`src/rtl/mem_port_arbiter_if.sv`:
```
// Bundle of the two requester ports and the shared memory port of mem_port_arbiter.
// The slave modport is the arbiter's view; master is the requester/memory side.
interface mem_port_arbiter_if #(
  parameter int ADDR_W = 32,
  parameter int DATA_W = 32
);
  logic              req0;
  logic              we0;
  logic [ADDR_W-1:0] addr0;
  logic [DATA_W-1:0] wdata0;
  logic              req1;
  logic              we1;
  logic [ADDR_W-1:0] addr1;
  logic [DATA_W-1:0] wdata1;
  logic              ack0;
  logic              ack1;
  logic [DATA_W-1:0] rdata;
  logic              busy;
  logic              owner;
  logic [ADDR_W-1:0] mem_addr;
  logic [DATA_W-1:0] mem_wdata;
  logic              mem_re;
  logic              mem_we;
  logic [DATA_W-1:0] mem_rdata;

  modport slave (
    input  req0, we0, addr0, wdata0,
    input  req1, we1, addr1, wdata1,
    input  mem_rdata,
    output ack0, ack1, rdata, busy, owner,
    output mem_addr, mem_wdata, mem_re, mem_we
  );

  modport master (
    output req0, we0, addr0, wdata0,
    output req1, we1, addr1, wdata1,
    output mem_rdata,
    input  ack0, ack1, rdata, busy, owner,
    input  mem_addr, mem_wdata, mem_re, mem_we
  );
endinterface

```
`src/rtl/mem_port_arbiter.sv`:
```
// Round-robin arbiter sharing one single-port memory between two requesters.
// Each grant holds the memory for MEM_LAT cycles, then acks the owner for one cycle.
module mem_port_arbiter #(
  parameter int ADDR_W  = 32,
  parameter int DATA_W  = 32,
  parameter int MEM_LAT = 2
) (
  input  logic               clk,
  input  logic               rst,
  mem_port_arbiter_if.slave  bus
);

  typedef enum logic [1:0] {
    IDLE   = 2'd0,
    ACCESS = 2'd1,
    RESP   = 2'd2
  } state_t;

  localparam logic [3:0] CNT_INIT = 4'(MEM_LAT - 1);

  state_t            state_reg;
  logic [3:0]        cnt_reg;
  logic              last_reg;
  logic              owner_reg;
  logic              we_reg;
  logic [ADDR_W-1:0] addr_reg;
  logic [DATA_W-1:0] wdata_reg;
  logic [DATA_W-1:0] rdata_reg;
  logic              ack0_reg;
  logic              ack1_reg;
  logic              mem_re_reg;
  logic              mem_we_reg;

  logic              grant_any;
  logic              grant_port;
  logic              sel_we;
  logic [ADDR_W-1:0] sel_addr;
  logic [DATA_W-1:0] sel_wdata;

  // On a tie the port that was not served last wins.
  always_comb begin
    grant_any  = bus.req0 | bus.req1;
    grant_port = bus.req1 & (~bus.req0 | ~last_reg);
    sel_we     = grant_port ? bus.we1    : bus.we0;
    sel_addr   = grant_port ? bus.addr1  : bus.addr0;
    sel_wdata  = grant_port ? bus.wdata1 : bus.wdata0;
  end

  always_ff @(posedge clk or negedge rst) begin
    if (!rst) begin
      state_reg  <= IDLE;
      cnt_reg    <= '0;
      last_reg   <= 1'b1;
      owner_reg  <= 1'b0;
      we_reg     <= 1'b0;
      addr_reg   <= '0;
      wdata_reg  <= '0;
      rdata_reg  <= '0;
      ack0_reg   <= 1'b0;
      ack1_reg   <= 1'b0;
      mem_re_reg <= 1'b0;
      mem_we_reg <= 1'b0;
    end else begin
      case (state_reg)
        IDLE: begin
          if (grant_any) begin
            owner_reg  <= grant_port;
            we_reg     <= sel_we;
            addr_reg   <= sel_addr;
            wdata_reg  <= sel_wdata;
            cnt_reg    <= CNT_INIT;
            mem_we_reg <= sel_we;
            mem_re_reg <= ~sel_we;
            state_reg  <= ACCESS;
          end
        end
        ACCESS: begin
          if (cnt_reg == 4'd0) begin
            if (!we_reg) rdata_reg <= bus.mem_rdata;
            mem_re_reg <= 1'b0;
            mem_we_reg <= 1'b0;
            ack0_reg   <= ~owner_reg;
            ack1_reg   <= owner_reg;
            state_reg  <= RESP;
          end else begin
            cnt_reg <= cnt_reg - 4'd1;
          end
        end
        RESP: begin
          ack0_reg  <= 1'b0;
          ack1_reg  <= 1'b0;
          last_reg  <= owner_reg;
          state_reg <= IDLE;
        end
        default: state_reg <= IDLE;
      endcase
    end
  end

  assign bus.ack0      = ack0_reg;
  assign bus.ack1      = ack1_reg;
  assign bus.rdata     = rdata_reg;
  assign bus.busy      = (state_reg != IDLE);
  assign bus.owner     = owner_reg;
  assign bus.mem_addr  = addr_reg;
  assign bus.mem_wdata = wdata_reg;
  assign bus.mem_re    = mem_re_reg;
  assign bus.mem_we    = mem_we_reg;

endmodule
```
`src/flat_wrapper.sv`:
```
// flat-port wrapper written by rule: the top's interface ports become plain ports
module mem_port_arbiter_flat 
#(
  parameter int ADDR_W  = 32,
  parameter int DATA_W  = 32,
  parameter int MEM_LAT = 2
)
  (clk, rst, bus_req0, bus_we0, bus_addr0, bus_wdata0, bus_req1, bus_we1, bus_addr1, bus_wdata1, bus_mem_rdata, bus_ack0, bus_ack1, bus_rdata, bus_busy, bus_owner, bus_mem_addr, bus_mem_wdata, bus_mem_re, bus_mem_we);
  mem_port_arbiter_if #(.ADDR_W(ADDR_W), .DATA_W(DATA_W)) bus_i ();
  input  logic clk;
  input  logic rst;
  input wire logic [$bits(bus_i.req0)-1:0] bus_req0;
  input wire logic [$bits(bus_i.we0)-1:0] bus_we0;
  input wire logic [$bits(bus_i.addr0)-1:0] bus_addr0;
  input wire logic [$bits(bus_i.wdata0)-1:0] bus_wdata0;
  input wire logic [$bits(bus_i.req1)-1:0] bus_req1;
  input wire logic [$bits(bus_i.we1)-1:0] bus_we1;
  input wire logic [$bits(bus_i.addr1)-1:0] bus_addr1;
  input wire logic [$bits(bus_i.wdata1)-1:0] bus_wdata1;
  input wire logic [$bits(bus_i.mem_rdata)-1:0] bus_mem_rdata;
  output wire logic [$bits(bus_i.ack0)-1:0] bus_ack0;
  output wire logic [$bits(bus_i.ack1)-1:0] bus_ack1;
  output wire logic [$bits(bus_i.rdata)-1:0] bus_rdata;
  output wire logic [$bits(bus_i.busy)-1:0] bus_busy;
  output wire logic [$bits(bus_i.owner)-1:0] bus_owner;
  output wire logic [$bits(bus_i.mem_addr)-1:0] bus_mem_addr;
  output wire logic [$bits(bus_i.mem_wdata)-1:0] bus_mem_wdata;
  output wire logic [$bits(bus_i.mem_re)-1:0] bus_mem_re;
  output wire logic [$bits(bus_i.mem_we)-1:0] bus_mem_we;
  assign bus_i.req0 = bus_req0;
  assign bus_i.we0 = bus_we0;
  assign bus_i.addr0 = bus_addr0;
  assign bus_i.wdata0 = bus_wdata0;
  assign bus_i.req1 = bus_req1;
  assign bus_i.we1 = bus_we1;
  assign bus_i.addr1 = bus_addr1;
  assign bus_i.wdata1 = bus_wdata1;
  assign bus_i.mem_rdata = bus_mem_rdata;
  assign bus_ack0 = bus_i.ack0;
  assign bus_ack1 = bus_i.ack1;
  assign bus_rdata = bus_i.rdata;
  assign bus_busy = bus_i.busy;
  assign bus_owner = bus_i.owner;
  assign bus_mem_addr = bus_i.mem_addr;
  assign bus_mem_wdata = bus_i.mem_wdata;
  assign bus_mem_re = bus_i.mem_re;
  assign bus_mem_we = bus_i.mem_we;
  mem_port_arbiter #(.ADDR_W(ADDR_W), .DATA_W(DATA_W), .MEM_LAT(MEM_LAT)) u_core (.clk(clk), .rst(rst), .bus(bus_i));
endmodule
```
`config.mk`:
```
export PLATFORM = sky130hd
export DESIGN_NAME = mem_port_arbiter_flat
export DESIGN_NICKNAME = d
export VERILOG_FILES = /design/src/rtl/mem_port_arbiter_if.sv /design/src/rtl/mem_port_arbiter.sv /design/src/flat_wrapper.sv
export SDC_FILE = /design/constraint.sdc
export NUM_CORES = 1
export LEC_CHECK = 0
export ABC_AREA = 1
export BUFFER_PORTS_ARGS = -buffer_cell sky130_fd_sc_hd__buf_2
export CAP_MARGIN = 10
export CORE_ASPECT_RATIO = 1.5
export CORE_UTILIZATION = 45
export DETAILED_ROUTE_END_ITERATION = 7
export PLACE_DENSITY = 0.83
export SKIP_LAST_GASP = 1
export SYNTH_ARGS = -nofsm -noshare
export SYNTH_HDL_FRONTEND = slang
export SYNTH_SLANG_ARGS = --single-unit
```
`constraint.sdc`:
```
create_clock -name clk -period 1.8 [get_ports clk]
set_input_delay 0 -clock clk [delete_from_list [all_inputs] [get_ports clk]]
set_output_delay 0 -clock clk [all_outputs]
set_load 0.05 [all_outputs]
```
== Word-level counts from Yosys, hierarchy flattened ==
Index checks and enable logic that the tools add are counted.
Word-level totals
  register bits after elaboration: 109
  input port bits: 166
  word-level logic and storage cells: 55
Operators by class
  add/subtract/negate cells: 1
  equality and inequality tests: 5
  muxes and demuxes: 18
  bitwise operators: 8
  reduce and logical (&&, ||, !) cells: 11
Operators with widths (number)
  32-bit two-way mux: 2
  3-bit AND reduction: 3
  4-bit two-way mux: 2
  1-bit case mux with 2 select lines: 4
  4-bit case mux with 2 select lines: 1
  1-bit two-way mux: 6
  2-bit AND reduction: 3
  2-bit nonzero test: 3
  1-bit inverter: 5
  4-bit logical NOT: 1
  2-bit two-way mux: 2
  2-bit by 1-bit inequality test with 1-bit output (second input constant): 2
  2-bit case mux with 2 select lines: 1
  4-bit by 1-bit subtractor with 4-bit output (second input constant): 1
  2-bit by 1-bit == test with 1-bit output (second input constant): 1
  2-bit == test (second input constant): 1
  2-bit logical NOT: 1
  2-bit inequality test (second input constant): 1
  1-bit bitwise OR: 2
  1-bit bitwise AND: 1

== Longest topological paths before layout ==
  word-level depth: 7
  gate-level depth with buffers: 8
  gate-level depth less buffers: 7

== Worst setup path after synthesis ==
No wires, ideal clock.
  path kind: flip-flop to flip-flop
  start point: reg u_core.state_reg[1]
  end point: reg u_core.wdata_reg[10], in the netlist u_core.bus.mem_wdata[10]
  arrival: 1.278 ns
  required time: 1.726 ns
  setup slack: 0.448 ns
  cell stages (with the launch flop): 8
  buffers on the path: 2
  clock period less this slack: 1.352 ns
  cell sequence: dfrtp_1 inv_2 nand2_2 nor2_4 buf_6 buf_8 o21ai_2 o21ai_2
Between the ends
  word-level cells in the longest chain between the ends: 2
Ends and longest elaborated chain
  from (decl): RTL line mem_port_arbiter.sv:21  | state_t state_reg;
  from (signal assigned): RTL line mem_port_arbiter.sv:51  | state_reg <= IDLE;
  from (signal assigned): RTL line mem_port_arbiter.sv:74  | state_reg <= ACCESS;
  from (signal assigned): RTL line mem_port_arbiter.sv:84  | state_reg <= RESP;
  2-bit logical NOT: RTL line mem_port_arbiter.sv:64  | case (state_reg)
  2-bit AND reduction (no source line)
  to (signal assigned): RTL line mem_port_arbiter.sv:70  | wdata_reg <= sel_wdata;
  to (decl): RTL line mem_port_arbiter.sv:27  | logic [DATA_W-1:0] wdata_reg;
Every way passes these cells.
A chain may end at the register's enable or synchronous reset.

== Worst setup path after layout ==
  start point: reg u_core.state_reg[0]
  end point: reg u_core.wdata_reg[22], in the netlist u_core.bus.mem_wdata[22]
Same word-level chain as after synthesis.

==> results.json <==
{
  "status": "complete, no violations",
  "ys_ff_latch": 109,
  "hp-start": "bus_wdata0[21]",
  "wl_met2_um": 10200,
  "power_switching_uw": 8870,
  "io_buffer_count": 267,
  "dieArea_um2": 11500,
  "power_frac_seq_pct": 27.4,
  "die_w_um": 87.8,
  "cts_resized": 0,
  "hold_class": "in -> reg",
  "yosys_warnings": 0,
  "die_h_um": 131,
  "grt.total_usage_pct": 34.6,
  "fin_area_um2": 8330,
  "wl_per_cell_um": 17.6,
  "yosysSeqAreaShare_pct": 54.9,
  "min_period_ns": 1.61,
  "routed_wirelength_um": 19800,
  "drc": 0,
  "grt_pass1_wl_um": 30200,
  "cp_max_fo": 35,
  "reg2regPathDepth": 6,
  "row_count": 46,
  "placed_area_um2": 6410,
  "swShare_pct": 54.7,
  "crit_path_end_kind": "register",
  "vdd_drop_max_uv": 1030,
  "final.setup.tns_ns": 0,
  "place_congestion": 0.803,
  "start_kind": "register",
  "p_leak_uw": 0.00424,
  "rr_startpoint": "u_core.state_reg[0]",
  "htree_levels": 3,
  "finalHoldViolCount": 0,
  "hpwl_um": 9610,
  "mostFrequentLayoutCells": "buf_2, dlygate4sd3_1, nand2_1",
  "fin_crit_sh_pct": 89.3,
  "hold_depth": 3,
  "syn2layout_area_growth_pct": 67.5,
  "cts_root_buf": "clkbuf_16",
  "antenna_found_initial": 1,
  "clock.fmax_mhz": 622,
  "final_nets": 1137,
  "ys_types": 27,
  "hold_end": "u_core.bus.mem_wdata[21]",
  "clkSinkCount": 109,
  "cts_made_buffers": 9,
  "top_layer": "met4",
  "path_class": "reg -> reg",
  "grt_pass1_vias": 6209,
  "num_io_pins": 268,
  "grt_start_max_net_pins": 66,
  "start_util_pct": 46.7,
  "reg2reg_setup_slack_ns": 0.19,
  "drtIter0Drc": 381,
  "power.share.combinational_pct": 59.4,
  "postRouteAntennaNets": 0,
  "clk_latency_ns": 0.34,
  "power_uw": 16200,
  "fp.coreArea_um2": 10600,
  "synthesis.area_um2": 4970,
  "rr_endpoint": "u_core.bus.mem_wdata[22]",
  "worst_pin_slew_ns": 0.862,
  "rsz0062_at_grt": "false",
  "synth_cells": 558,
  "crit_arrival_ns": 1.85,
  "slew_viol_final": 0,
  "fin_skew_ns": 0.00616,
  "p_per_area_nw_per_um2": 1950,
  "cts_tree": "built",
  "grt-ovfl-total": 0,
  "num_vias": 5993,
  "post-cts-setup-buffers": 0,
  "vias_per_cell": 5.35,
  "finalSetupViolations": 0,
  "wl_met1_um": 6790,
  "syn_area_per_cell_um2": 8.91,
  "clkPwrFrac_pct": 13.2,
  "route.met3.wl_um": 1710,
  "relSlewSlack_pct": 42.3,
  "clockBufferDepth": 2,
  "syn_nets": 725,
  "maxCapViolCount": 0,
  "first_pass_iters": 6,
  "internal_power_uw": 7350,
  "final_common_cell": "buf_2",
  "clk_pin_slew_ns": 0.07,
  "layout-drive-gt1-share_pct": 35.7,
  "worstPathRequired_ns": 2.04
}
-- power by group through the flow --
stage          Combinational, uW  Clock, uW  Sequential, uW
6_report                    9640       2140            4440
5_1_grt                    10200       2290            4530
4_1_cts                     9350       2190            4330
3_5_place_dp                9080          0            4350
3_3_place_gp                8940          0            4320
2_1_floorplan               2960          0            8320
-- metrics by stage --
stage               hold WS (ns)  utilization [%]  setup slack, ns  cells
floorplan                 -0.296                -            0.448    558
global placement         -0.0711             60.2            0.348    944
detailed placement       -0.0676             60.2            0.302    944
CTS                      0.00248             78.2            0.271   1119
global route              0.0425             78.2           0.0598   1119
finish                   0.00182             78.2            0.193   1120
-- worst max-delay path, stage by stage (launching register included) --
cell	delay [ns]
dfrtp_1	0.40
inv_2	0.11
nand2_2	0.09
nor2_4	0.13
buf_4	0.37
o21ai_0	0.18
o21ai_0	0.21
-- what timing repair did --
item | CTS | global route
hold buffers | 159 | 0
hold endpoints to repair | 204 | 0
setup endpoints to repair | 0 | 0
-- metal layers --
metal,vias to the layer above,track usage (%)
li1,2653,-
met1,2760,36.7
met2,454,59.4
met3,126,9.61
met4,0,22.7
met5,-,0
-- cell families (layout without fill, tap and decap cells) --
| kind of cell | after synthesis | count (layout) | share of synthesized area, % |
|---|---|---|---|
| AOI/OAI and AO/OA | 137 | 137 | 17.0 |
| xor gates and xnor gates | 1 | 1 | 0.176 |
| adders and majority gates | 1 | 1 | 0.252 |
| buffers and inverters | 49 | 466 | 6.12 |
| DFF | 109 | 109 | 54.9 |
| other | 0 | 1 | 0 |
| and+or+nand+nor | 261 | 261 | 21.6 |
-- how the worst max path moves through the flow --
stage	start	to	slack [ns]	cells past startpoint
after floorplan	u_core.state_reg[1]	u_core.bus.mem_wdata[10]	0.45	7
after global placement	u_core.cnt_reg[0]	u_core.bus.rdata[18]	0.35	7
after detailed placement	u_core.cnt_reg[0]	u_core.bus.rdata[8]	0.30	7
after CTS	u_core.state_reg[1]	u_core.bus.mem_wdata[20]	0.27	5
after global routing	u_core.state_reg[0]	u_core.bus.mem_wdata[22]	0.06	6
final	u_core.state_reg[0]	u_core.bus.mem_wdata[22]	0.19	6
-- synthesized netlist by cell type (all sizes together) --
master / n / area share [%]
inv: 11 / 0.88
nand2: 147 / 11
o21ai: 135 / 17
clkbuf: 5 / 0.38
xor2: 1 / 0.18
nand3: 37 / 4.0
ha: 1 / 0.25
o211ai: 1 / 0.15
dfrtp: 108 / 54
o22ai: 1 / 0.13
nand4: 1 / 0.13
clkinv: 1 / 0.075
nor2: 76 / 6.1
buf: 32 / 4.8
dfstp: 1 / 0.53
-- cell type report --
| cell class | count | area, um2 |
|---|---|---|
| antenna | 1 | 2.50 |
| clock buffer | 11 | 243 |
| clock inverter | 5 | 82.6 |
| fill | 615 | 2320 |
| inverter | 12 | 47.5 |
| multi-input combinational | 400 | 1950 |
| sequential | 109 | 2730 |
| tap | 144 | 180 |
| timing repair buffer | 438 | 3100 |
Note: power is estimated with default switching activity, not from simulation.
